--- src/rtl/fifo_frame_rd_ctrl.sv ---
// Frame reader: pulls FRAME_LEN-word frames from a FIFO into a show-ahead skid buffer feeding a ready/valid stream.
// Optional frame/stall statistics ports are added when FIFO_FRAME_RD_CTRL_STAT_EN is defined.
module fifo_frame_rd_ctrl #(
    parameter int unsigned DATA_WIDTH  = 16,
    parameter int unsigned LEVEL_WIDTH = 11,
    parameter int unsigned FRAME_LEN   = 256,
    parameter int unsigned RD_LATENCY  = 1,
    parameter int unsigned BUF_DEPTH   = 4
) (
    input  logic                   rd_clk,
    input  logic                   rd_rst_n,
    input  logic                   enable,
    output logic                   fifo_rd_en,
    input  logic [DATA_WIDTH-1:0]  fifo_rd_data,
    input  logic                   fifo_rd_empty,
    input  logic [LEVEL_WIDTH-1:0] fifo_rd_water_level,
    output logic [DATA_WIDTH-1:0]  m_data,
    output logic                   m_valid,
    input  logic                   m_ready,
    output logic                   m_sop,
    output logic                   m_eop,
    output logic                   busy,
`ifdef FIFO_FRAME_RD_CTRL_STAT_EN
    output logic [15:0]            frame_cnt,
    output logic [15:0]            stall_cnt,
`endif
    output logic                   frame_done
);
    localparam int unsigned ISS_W = $clog2(FRAME_LEN + 1);
    localparam int unsigned WC_W  = $clog2(FRAME_LEN);
    localparam int unsigned PTR_W = $clog2(BUF_DEPTH);
    localparam int unsigned CNT_W = $clog2(BUF_DEPTH + 1);
    localparam int unsigned INF_W = $clog2(RD_LATENCY + 1);
    localparam int unsigned SUM_W = CNT_W + 1;
    localparam int unsigned ENT_W = DATA_WIDTH + 2;

    typedef enum logic [1:0] {IDLE, BURST, DRAIN} state_t;

    state_t                  state;
    logic [ISS_W-1:0]        issued;
    logic [RD_LATENCY-1:0]   vpipe;
    logic [INF_W-1:0]        inflight;
    logic [CNT_W-1:0]        buf_count;
    logic [PTR_W-1:0]        wr_ptr;
    logic [PTR_W-1:0]        rd_ptr;
    logic [WC_W-1:0]         wcnt;
    logic [ENT_W-1:0]        mem [BUF_DEPTH];
    logic [ENT_W-1:0]        head;
    logic                    room;
    logic                    cap;
    logic                    pop;

    // Reads still travelling through the FIFO output latency.
    always_comb begin
        inflight = '0;
        for (int i = 0; i < RD_LATENCY; i++) begin
            inflight = inflight + INF_W'(vpipe[i]);
        end
    end

    // Only issue a read when its data is guaranteed a free buffer slot on arrival.
    assign room       = (SUM_W'(buf_count) + SUM_W'(inflight)) < SUM_W'(BUF_DEPTH);
    assign fifo_rd_en = (state == BURST) && (issued < ISS_W'(FRAME_LEN)) && !fifo_rd_empty && room;
    assign cap        = vpipe[RD_LATENCY-1];
    assign head       = mem[rd_ptr];
    assign m_valid    = (buf_count != '0);
    assign pop        = m_valid && m_ready;
    assign m_data     = m_valid ? head[DATA_WIDTH-1:0] : '0;
    assign m_sop      = m_valid && head[DATA_WIDTH+1];
    assign m_eop      = m_valid && head[DATA_WIDTH];
    assign busy       = (state != IDLE);
    assign frame_done = pop && m_eop;

    always_ff @(posedge rd_clk or negedge rd_rst_n) begin
        if (!rd_rst_n) begin
            state  <= IDLE;
            issued <= '0;
        end else begin
            case (state)
                IDLE: begin
                    issued <= '0;
                    if (enable && (fifo_rd_water_level >= LEVEL_WIDTH'(FRAME_LEN))) begin
                        state <= BURST;
                    end
                end
                BURST: begin
                    if (fifo_rd_en) begin
                        issued <= issued + ISS_W'(1);
                        if (issued == ISS_W'(FRAME_LEN - 1)) begin
                            state <= DRAIN;
                        end
                    end
                end
                DRAIN: begin
                    if (frame_done) begin
                        state <= IDLE;
                    end
                end
                default: state <= IDLE;
            endcase
        end
    end

    always_ff @(posedge rd_clk or negedge rd_rst_n) begin
        if (!rd_rst_n) begin
            vpipe <= '0;
        end else begin
            vpipe[0] <= fifo_rd_en;
            for (int i = 1; i < RD_LATENCY; i++) begin
                vpipe[i] <= vpipe[i-1];
            end
        end
    end

    // Buffer bookkeeping; the word counter tags sop/eop as data lands.
    always_ff @(posedge rd_clk or negedge rd_rst_n) begin
        if (!rd_rst_n) begin
            wr_ptr    <= '0;
            rd_ptr    <= '0;
            buf_count <= '0;
            wcnt      <= '0;
        end else begin
            if (cap) begin
                wr_ptr <= wr_ptr + PTR_W'(1);
                wcnt   <= (wcnt == WC_W'(FRAME_LEN - 1)) ? '0 : wcnt + WC_W'(1);
            end
            if (pop) begin
                rd_ptr <= rd_ptr + PTR_W'(1);
            end
            case ({cap, pop})
                2'b10:   buf_count <= buf_count + CNT_W'(1);
                2'b01:   buf_count <= buf_count - CNT_W'(1);
                default: buf_count <= buf_count;
            endcase
        end
    end

    always_ff @(posedge rd_clk) begin
        if (cap) begin
            mem[wr_ptr] <= {(wcnt == '0), (wcnt == WC_W'(FRAME_LEN - 1)), fifo_rd_data};
        end
    end

`ifdef FIFO_FRAME_RD_CTRL_STAT_EN
    // frame_cnt wraps, stall_cnt saturates.
    always_ff @(posedge rd_clk or negedge rd_rst_n) begin
        if (!rd_rst_n) begin
            frame_cnt <= '0;
            stall_cnt <= '0;
        end else begin
            if (frame_done) begin
                frame_cnt <= frame_cnt + 16'd1;
            end
            if (m_valid && !m_ready && (stall_cnt != 16'hFFFF)) begin
                stall_cnt <= stall_cnt + 16'd1;
            end
        end
    end
`endif

endmodule

--- config.mk ---
export PLATFORM = sky130hd
export DESIGN_NAME = fifo_frame_rd_ctrl
export DESIGN_NICKNAME = d
export VERILOG_FILES = /design/src/rtl/fifo_frame_rd_ctrl.sv
export SDC_FILE = /design/constraint.sdc
export NUM_CORES = 1
export LEC_CHECK = 0
export ABC_AREA = 1
export CORE_MARGIN = 4
export CORE_UTILIZATION = 40
export DETAILED_ROUTE_END_ITERATION = 12
export PLACE_DENSITY = 0.68
export SYNTH_ARGS = -nofsm -noshare
export SYNTH_HDL_FRONTEND = slang
export SYNTH_SLANG_ARGS = --single-unit
--- constraint.sdc ---
create_clock -name rd_clk -period 1.7 [get_ports rd_clk]
set_input_delay 0.51 -clock rd_clk [delete_from_list [all_inputs] [get_ports rd_clk]]
set_output_delay 0.51 -clock rd_clk [all_outputs]
set_load 0.03 [all_outputs]
[After elaboration in Yosys (flattened, before gate mapping)]
Memories as Yosys holds them, arrays and structs flattened.
Cells that the tools add are included.
Widths: inputs -> output; s select.
Word-level totals
  register bits: 27
  bits in writable memories: 72
  word-level logic and storage cells: 57
  memories: 1
Cells by class
  add/subtract/negate cells: 7
  magnitude comparators: 3
  eq/ne operators: 10
  muxes and demuxes: 12
  reductions and logical operators: 17
Memories
  mem: depth 4, width 18, rd ports 1, clocked after Yosys merged registers in 0, write ports 1, RTL line 47  | logic [ENT_W-1:0] mem [BUF_DEPTH];
Operators with widths (number)
  $pmux 9 s2: 1
  $mux 16: 1
  $ge 11x9->1 const B: 1
  $add 9x1->9 const B: 1
  $eq 9x8->1 const B: 1
  $lt 9x9->1 const B: 1
  $mux 9: 1
  $add 8x1->8 const B: 1
  $eq 8x8->1 const B: 1
  $logic_and 1x1->1: 8
  $logic_not 8->1: 1
  $mux 2: 4
  $mux 8: 1
  $ne 2x2->1 const B: 3
  $pmux 2 s3: 1
  $pmux 3 s2: 1
  $reduce_bool 2->1: 3
  $add 2x1->2 const B: 2
  $add 3x1->4: 1
  $eq 2x1->1 const B: 2
  $eq 2x2->1 const B: 2
  $lt 4x3->1 const B: 1
  $reduce_and 4->1: 1
  $add 3x1->3 const B: 1
  other kinds (7): 8

[Logic depth before layout (Yosys ltp)]
  depth in word-level cells: 6
  gate-level depth with buffers: 10
  mapped depth without buffers: 10

[Least setup slack after synthesis]
OpenSTA, ideal clock, no wires.
  kind: register to output
  start point: register buf_count[0]
  end point: output m_data[10]
  arrival: 1418 ps
  setup slack: -228 ps
  stages on the path, launching flop included: 6
  path through: dfrtp_1 inv_2 nand3_2 inv_2 buf_4 a21oi_1
On the way
  cells in the longest elaborated chain, start to end: 2
Ends and longest elaborated chain
  from (decl): RTL line 43  | logic [CNT_W-1:0] buf_count;
  from (signal assigned): RTL line 131  | 2'b10: buf_count <= buf_count + CNT_W'(1);
  from (signal assigned): RTL line 132  | 2'b01: buf_count <= buf_count - CNT_W'(1);
  from (signal assigned): RTL line 133  | default: buf_count <= buf_count;
  $reduce_bool 3->1: RTL line 66  | assign m_valid = (buf_count != '0);
  net m_valid: RTL line 18  | output logic m_valid,
  $mux 16: RTL line 68  | assign m_data = m_valid ? head[DATA_WIDTH-1:0] : '0;
  to (decl): RTL line 17  | output logic [DATA_WIDTH-1:0] m_data,
The timed path passes the listed nets, and every way through them passes these cells.

[Worst setup path in the final report]
  start point: register rd_ptr[0]
  end point: output m_data[7]
On the way
  cells in the longest elaborated chain, start to end: 2
Ends and longest elaborated chain
  from (decl): RTL line 45  | logic [PTR_W-1:0] rd_ptr;
  from (signal assigned): RTL line 128  | rd_ptr <= rd_ptr + PTR_W'(1);
  $mem_v2 4x18
  $mux 16: RTL line 68
No other way between the ends.

==> out/qor.yml <==
global_routing:
  grt_pass1_vias: 3093
  grt_pass1_wl_um: 14700
  grt_max_degree: 29
  grt_antenna_before_repair: 0
  overflow: 0
  track_usage: 0.144
final_layout:
  fillers: 861
  diodes: 0
  nets: 541
  mostFrequentLayoutCells: "nor2_1, edfxtp_1, nand2_1"
  final_common_cell: "nor2_1"
  multi_input_area_um2: 1570
  regArea_um2: 2840
  areaGrowthSynthToFinish_pct: 34.7
  layout-drive-gt1-share: 0.304
sta:
  fin_crit_ns: 2.17
  slew_viol_final: 0
  setup_ws_ns: -0.470
  worst_slew_pin_slew_ns: 0.544
  max_freq_mhz: 461
  finalCritPeriodShare: 1.28
  skew_ns: 0.0195
  relSlewSlack: 0.634
  setup_viol: 22
  rsz0062_at_grt: "true"
  final_hold_viol_count: 0
synthesis:
  syn_inst: 412
  dominantRegCellSynth: "edfxtp_1"
  seq_area_frac_synth: 0.646
  synth_nets: 454
  syn_area_um2: 4390
  synth_area_leaders: "edfxtp_1, dfrtp_1, nor2_1"
  ys_types: 34
  avgSynthCellArea_um2: 10.7
  ys_ff_latch: 99
  synth-edff-count: 72
  synth_top_area_share: 0.492
  yosysTopAreaCell: "edfxtp_1"
  synthArstFlopShare: 0.273
  ys.warnings.count: 0
critical_path:
  critPathLaunchType: "flop"
  crit_type: "flop to output pin"
  slowest_stage: "dfrtp_2"
  cp.required_ns: 1.19
  cp.arrival_ns: 1.66
  slowest_delay_ns: 0.48
  end_kind: "output pin"
  path_max_fanout: 14
  cp_cell_sequence: "inv_2 > buf_12 > o21ai_1 > a21oi_4 > buf_4"
die:
  start_util: 0.418
  core_area_um2: 10500
  dieWidth_um: 113
  num_rows: 37
  die_area_um2: 12700
  die_height_um: 113
  ios: 54
detailed_routing:
  firstDrtPassIters: 4
  remaining_drc_errors: 0
  antenna_left: 0
  viasPerCell: 4.91
  routedWlPerCell_um: 14.6
  first_iter_violations: 193
  routed_wl_um: 9330
  vias: 3142
placed_design:
  dp_hpwl_um: 6040
  gp_congestion: 0.821
  preCtsSetupSlack_ns: -0.483
  io_buffer_count: 45
power_and_ir_drop:
  ir_worst_vdd_uv: 1070
  comb_power_share: 0.547
  power.leakage_nw: 2.35
  intPower_mw: 6.21
  p_seq_frac: 0.314
  p_total_mw: 10.5
  p_sw_frac: 0.411
  total_switching_power_mw: 4.33
  p_clk_frac: 0.139
  powerDensity_nw_per_um2: 1780
clock_network:
  cts_buffer_depth: 2
  clk_latency_ns: 0.37
  htreeDepth: 3
  cts-root-buf: "clkbuf_8"
  clock_sinks: 99
  hold_buffers: 0
  path_clk_slew_ns: 0.11
  cts_tree: "done"
  cts_buffers: 9
hold_path:
  holdCritPathClass: "input port to async pin"
run_status:
  violations: "setup timing"
  status: "complete, but fails checks"
flow_run:
  max_cap_violations: 0
-- critical path: cells and delay by family, from the launching register on --
family | cells | cell delay [ns]
buffers and inverters | 3 | 0.51
AO/OA/AOI/OAI | 2 | 0.30
flip-flops | 1 | 0.48
-- sequential cells by signal (all words and copies together), names as in the netlist --
name       flops
buf_count      3
cap            1
issued         9
mem           72
rd_ptr         2
state          2
wcnt           8
wr_ptr         2
-- per-stage QoR --
step | cell area (µm²) | std cells | hold WS [ns] | setup TNS (ns) | util
after CTS | 5640 | 633 | 0.519 | -8.02 | 0.537
final | 5920 | 640 | 0.513 | -8.40 | 0.563
after floorplan | 4540 | 412 | 0.214 | -0.0978 | -
after global placement | 5360 | 611 | 0.489 | -2.69 | 0.510
after global routing | 5920 | 640 | 0.527 | -10.44 | 0.563
after detailed placement | 5360 | 611 | 0.500 | -3.41 | 0.510
-- routing by layer --
layer	vias up	share of wire	global-route usage	routed length, µm
met1	1512	0.42	0.175	3940
met5	-	0	0	0
li1	1548	-	-	-
met2	72	0.52	0.263	4880
met3	10	0.046	0.0326	432
met4	0	0.0088	0.0272	82
-- area by class of cell --
type / count / area share
multi-input cells: 260 / 0.265
flip-flops and latches: 99 / 0.480
clock buffers: 10 / 0.0233
inverters: 40 / 0.0262
well taps: 136 / 0.0288
repair buffers: 89 / 0.168
clock inverters: 6 / 0.00909
-- cells by family after synthesis --
| kind of cell | share of synthesized area |
|---|---|
| flops | 0.646 |
| simple gates | 0.172 |
| xor+xnor | 0.0160 |
| fa+ha+maj | 0.0302 |
| buf+inv | 0.0573 |
| compound gates | 0.0786 |
-- cells in the mapped netlist, types with 2 or more instances --
| library cell | n |
|---|---|
| buf_6 | 4 |
| clkbuf_1 | 3 |
| o21ai_0 | 32 |
| xor2_1 | 6 |
| nor2_1 | 93 |
| edfxtp_1 | 72 |
| inv_1 | 34 |
| buf_2 | 2 |
| ha_1 | 9 |
| buf_4 | 2 |
| o21ai_1 | 13 |
| inv_2 | 6 |
| nand3_1 | 11 |
| nand4_1 | 2 |
| nand2_1 | 56 |
| a21oi_1 | 21 |
| xnor2_1 | 2 |
| nand3_4 | 2 |
| dfrtp_1 | 27 |
-- power groups by stage --
stage | Combinational, mW | Clock (mW) | Sequential, mW
after global placement | 4.77 | 0 | 3.31
after global routing | 6.24 | 1.61 | 3.35
after CTS | 5.16 | 1.50 | 3.28
after detailed placement | 4.87 | 0 | 3.32
final | 5.77 | 1.47 | 3.31
after floorplan | 3.18 | 0 | 3.27
-- timing repair --
action / CTS / global route
resized for setup: 40 / 61
cloned: 0 / 3
endpoints found under the setup margin: 24 / 24
buffers inserted: 6 / 7
pin swaps: 3 / 23
-- final timing paths --
| check | from | to | slack (ns) | depth (start not counted) |
|---|---|---|---|---|
| min | rd_rst_n | buf_count[1]$_DFFE_PN0P_ | 0.51 | 2 |
| max in group asynchronous | rd_rst_n | wcnt[3]$_DFFE_PN0P_ | 0.89 | 2 |
| max reg2reg | buf_count[2]$_DFFE_PN0P_ | buf_count[2]$_DFFE_PN0P_ | -0.06 | 10 |
| max | rd_ptr[0]$_DFFE_PN0N_ | m_data[7] | -0.47 | 5 |
| min in group rd_clk | issued[1]$_DFFE_PN0P_ | issued[1]$_DFFE_PN0P_ | 0.51 | 2 |
| min reg2reg | issued[1]$_DFFE_PN0P_ | issued[1]$_DFFE_PN0P_ | 0.51 | 2 |
Note: power is estimated with default switching activity, not from simulation.
==> RTL edit, RTL diff (same flow settings) <==
Add a define of `FIFO_FRAME_RD_CTRL_STAT_EN`.
--- a/src/rtl/fifo_frame_rd_ctrl.sv
+++ b/src/rtl/fifo_frame_rd_ctrl.sv
@@ -1,5 +1,7 @@
 // Frame reader: pulls FRAME_LEN-word frames from a FIFO into a show-ahead skid buffer feeding a ready/valid stream.
 // Optional frame/stall statistics ports are added when FIFO_FRAME_RD_CTRL_STAT_EN is defined.
+`define FIFO_FRAME_RD_CTRL_STAT_EN
+
 module fifo_frame_rd_ctrl #(
     parameter int unsigned DATA_WIDTH  = 16,
     parameter int unsigned LEVEL_WIDTH = 11,
Check against the original RTL (old outputs only; new: frame_cnt and stall_cnt): equivalent (Yosys induction, for registers that start in step).
==> RTL edit against the unedited design <==
- the flow still finishes with violations (negative setup slack)
- synthesized area is 42% higher
- wire length is 59% higher
- synthesized cell count is 66% higher
- clock skew is 0.011 ns lower
- sequential cell count is 32 higher
- worst setup slack worse by 0.090 ns
- critical path type unchanged
- clock power is 150% higher
- total power is 51% higher
- design area is 52% higher
- combinational power is 35% higher
- count of clock-buffer cells in the layout is 7 higher
- via count is 62% higher
- largest power group unchanged
==> RTL edit: results (changes against the unedited design) <==
Yosys
  • Synth async-reset ratio: 45.0% (+18 points)
  • Adder-cell area share of the yosys netlist: 2.53% (-0.49 points)
  • Xor/xnor share of the synthesized area: 2.95% (+1.4 points)
  • Post-synthesis compound-gate area fraction: 7.63% (-0.23 points)
  • Post-synth top cells: nand2_1 (177), nor2_1 (117), edfxtp_1 (72)
  • Post-synthesis sequential area ratio: 58.4% (-6.2 points)
  • Dominant cells by area after synthesis: edfxtp_1 (35%), dfrtp_1 (24%), nand2_1 (11%)
  • Syn_nets: 727 (+60%)

GRT
  • GRT Util Overall: 17.2% (+2.8 points)
  • Met2 Resource Use GR: 28.7% (+2.4 points)
  • Global-route track usage on met1: 21.3% (+3.8 points)
  • Vias in the first global route: 4997 (+62%)
  • First-pass GRT wire length: 24.0 mm (+63%)
  • Grt met3 use: 4.22% (+0.96 points)
  • Largest net degree at the start of global routing: 52 (+79%)

Power and ir drop
  • Internal Power: 9.63 mW (+55%)
  • Clock-net power: 3.66 mW (+150%)
  • Leakage: 3.84 nW (+63%)
  • Combinational power: 7.81 mW (+35%)
  • VDD IR max: 0.000842 V (-21%)

Cells and area
  • Share of cells above drive strength 1: 30.6% (+0.20 points)
  • Largest regs: mem (72), frame_cnt (16), stall_cnt (16)
  • # nets final: 885 (+64%)
  • Filler cells: 1244 (+44%)

Timing
  • Final Skew: 0.00869 ns (-0.0108 ns)
  • Slew headroom: 60.1% (-3.3 points)
  • Setup-failing EPs final: 21 (-4.5%)
  • Worst hold slack: 0.476 ns (-0.0372 ns)
  • Final setup margin: -0.560 ns (-0.0900 ns)

Setup path
  • Critical R2R Launch: buf_count[0]
  • Reg2Reg Setup Slack: 0.05 ns (+0.11 ns)
  • Data arrival, critical path: 1.75 ns (+0.09 ns)
  • Slowest Stage Delay on Critical Path: 0.43 ns (-0.05 ns)
  • Max FO, Critical Path: 5 (-9)

Drt
  • Vias per cell: 4.89 (-0.44%)
  • Metal3 WL: 763 um (+77%)
  • Initial drt markers: 262 (+36%)
  • Metal-1 WL: 6.31 mm (+60%)
  • Drt first pass iters: 4 (unchanged)
  • Total Routed Length: 14.8 mm (+59%)
  • Routed length on met2: 7.38 mm (+51%)

Clock network
  • CTS Root Cell: clkbuf_16
  • CTS Buf Count: 17 (+8)
  • Clock Pin Slew Worst Setup and Hold Paths: 0.06 ns (-0.05 ns)
  • H-tree level count: 4 (+1)
  • Worst-Skew Late Latency: 0.42 ns (+0.05 ns)

Placement
  • Gp weighted congestion: 0.832 (+1.3%)
  • Post-DP HPWL: 9.28 mm (+54%)
  • PortBufs: 77 (+71%)

Run status
  • Failing checks: negative setup slack
  • Status: finished, violations left
RTL edit: changes by cell type after synthesis, sizes merged, moves of 3 or more:
cell / delta
buf: +3
nor2: +26
nand4: +11
o21ai: +20
dfrtp: +32
xor2: +6
nand2: +125
nand3: +10
inv: +21
xnor2: +7
nand3b: +5
RTL edit: per-stage QoR:
stage | instances | setup TNS, ns | setup WS (ns) | power, mW | area (sq um)
after floorplan | 683 | -0.482 | -0.0744 | 8.24 | 6380
after global placement | 990 | -6.85 | -0.421 | 10.4 | 7770
after detailed placement | 990 | -8.18 | -0.431 | 10.5 | 7770
after CTS | 1033 | -9.60 | -0.523 | 15.4 | 8810
after global routing | 1042 | -11.14 | -0.622 | 16.7 | 9000
final | 1042 | -9.54 | -0.560 | 15.9 | 9000
RTL edit: cell type report:
cell class	instances	area [sq um]	share of cell area, %
Clock buffer	17	425	4.73
Sequential cell	131	3640	40.5
Inverter	63	254	2.82
Clock inverter	15	171	1.90
Timing Repair Buffer	155	1630	18.1
Tap cell	188	235	2.61
Multi-Input combinational cell	473	2650	29.4
RTL edit: what timing repair did:
item / 4_1_cts / 5_1_grt
hold buffers: 1 / 0
pin swaps: 14 / 23
gates resized for setup: 178 / 64
setup endpoints to repair: 53 / 57
setup buffers: 6 / 8
gates cloned: 5 / 3
hold endpoints to repair: 8 / 0
RTL edit: how the worst max path moves through the flow:
| stage | to | cells after the start | from |
|---|---|---|---|
| after global placement | buf_count[2] | 9 | m_ready |
| after floorplan | m_data[7] | 5 | buf_count[0] |
| after detailed placement | buf_count[2] | 9 | m_ready |
| final | m_data[2] | 7 | rd_ptr[0] |
| after CTS | m_data[10] | 7 | rd_ptr[0] |
| after global routing | m_data[2] | 7 | rd_ptr[0] |
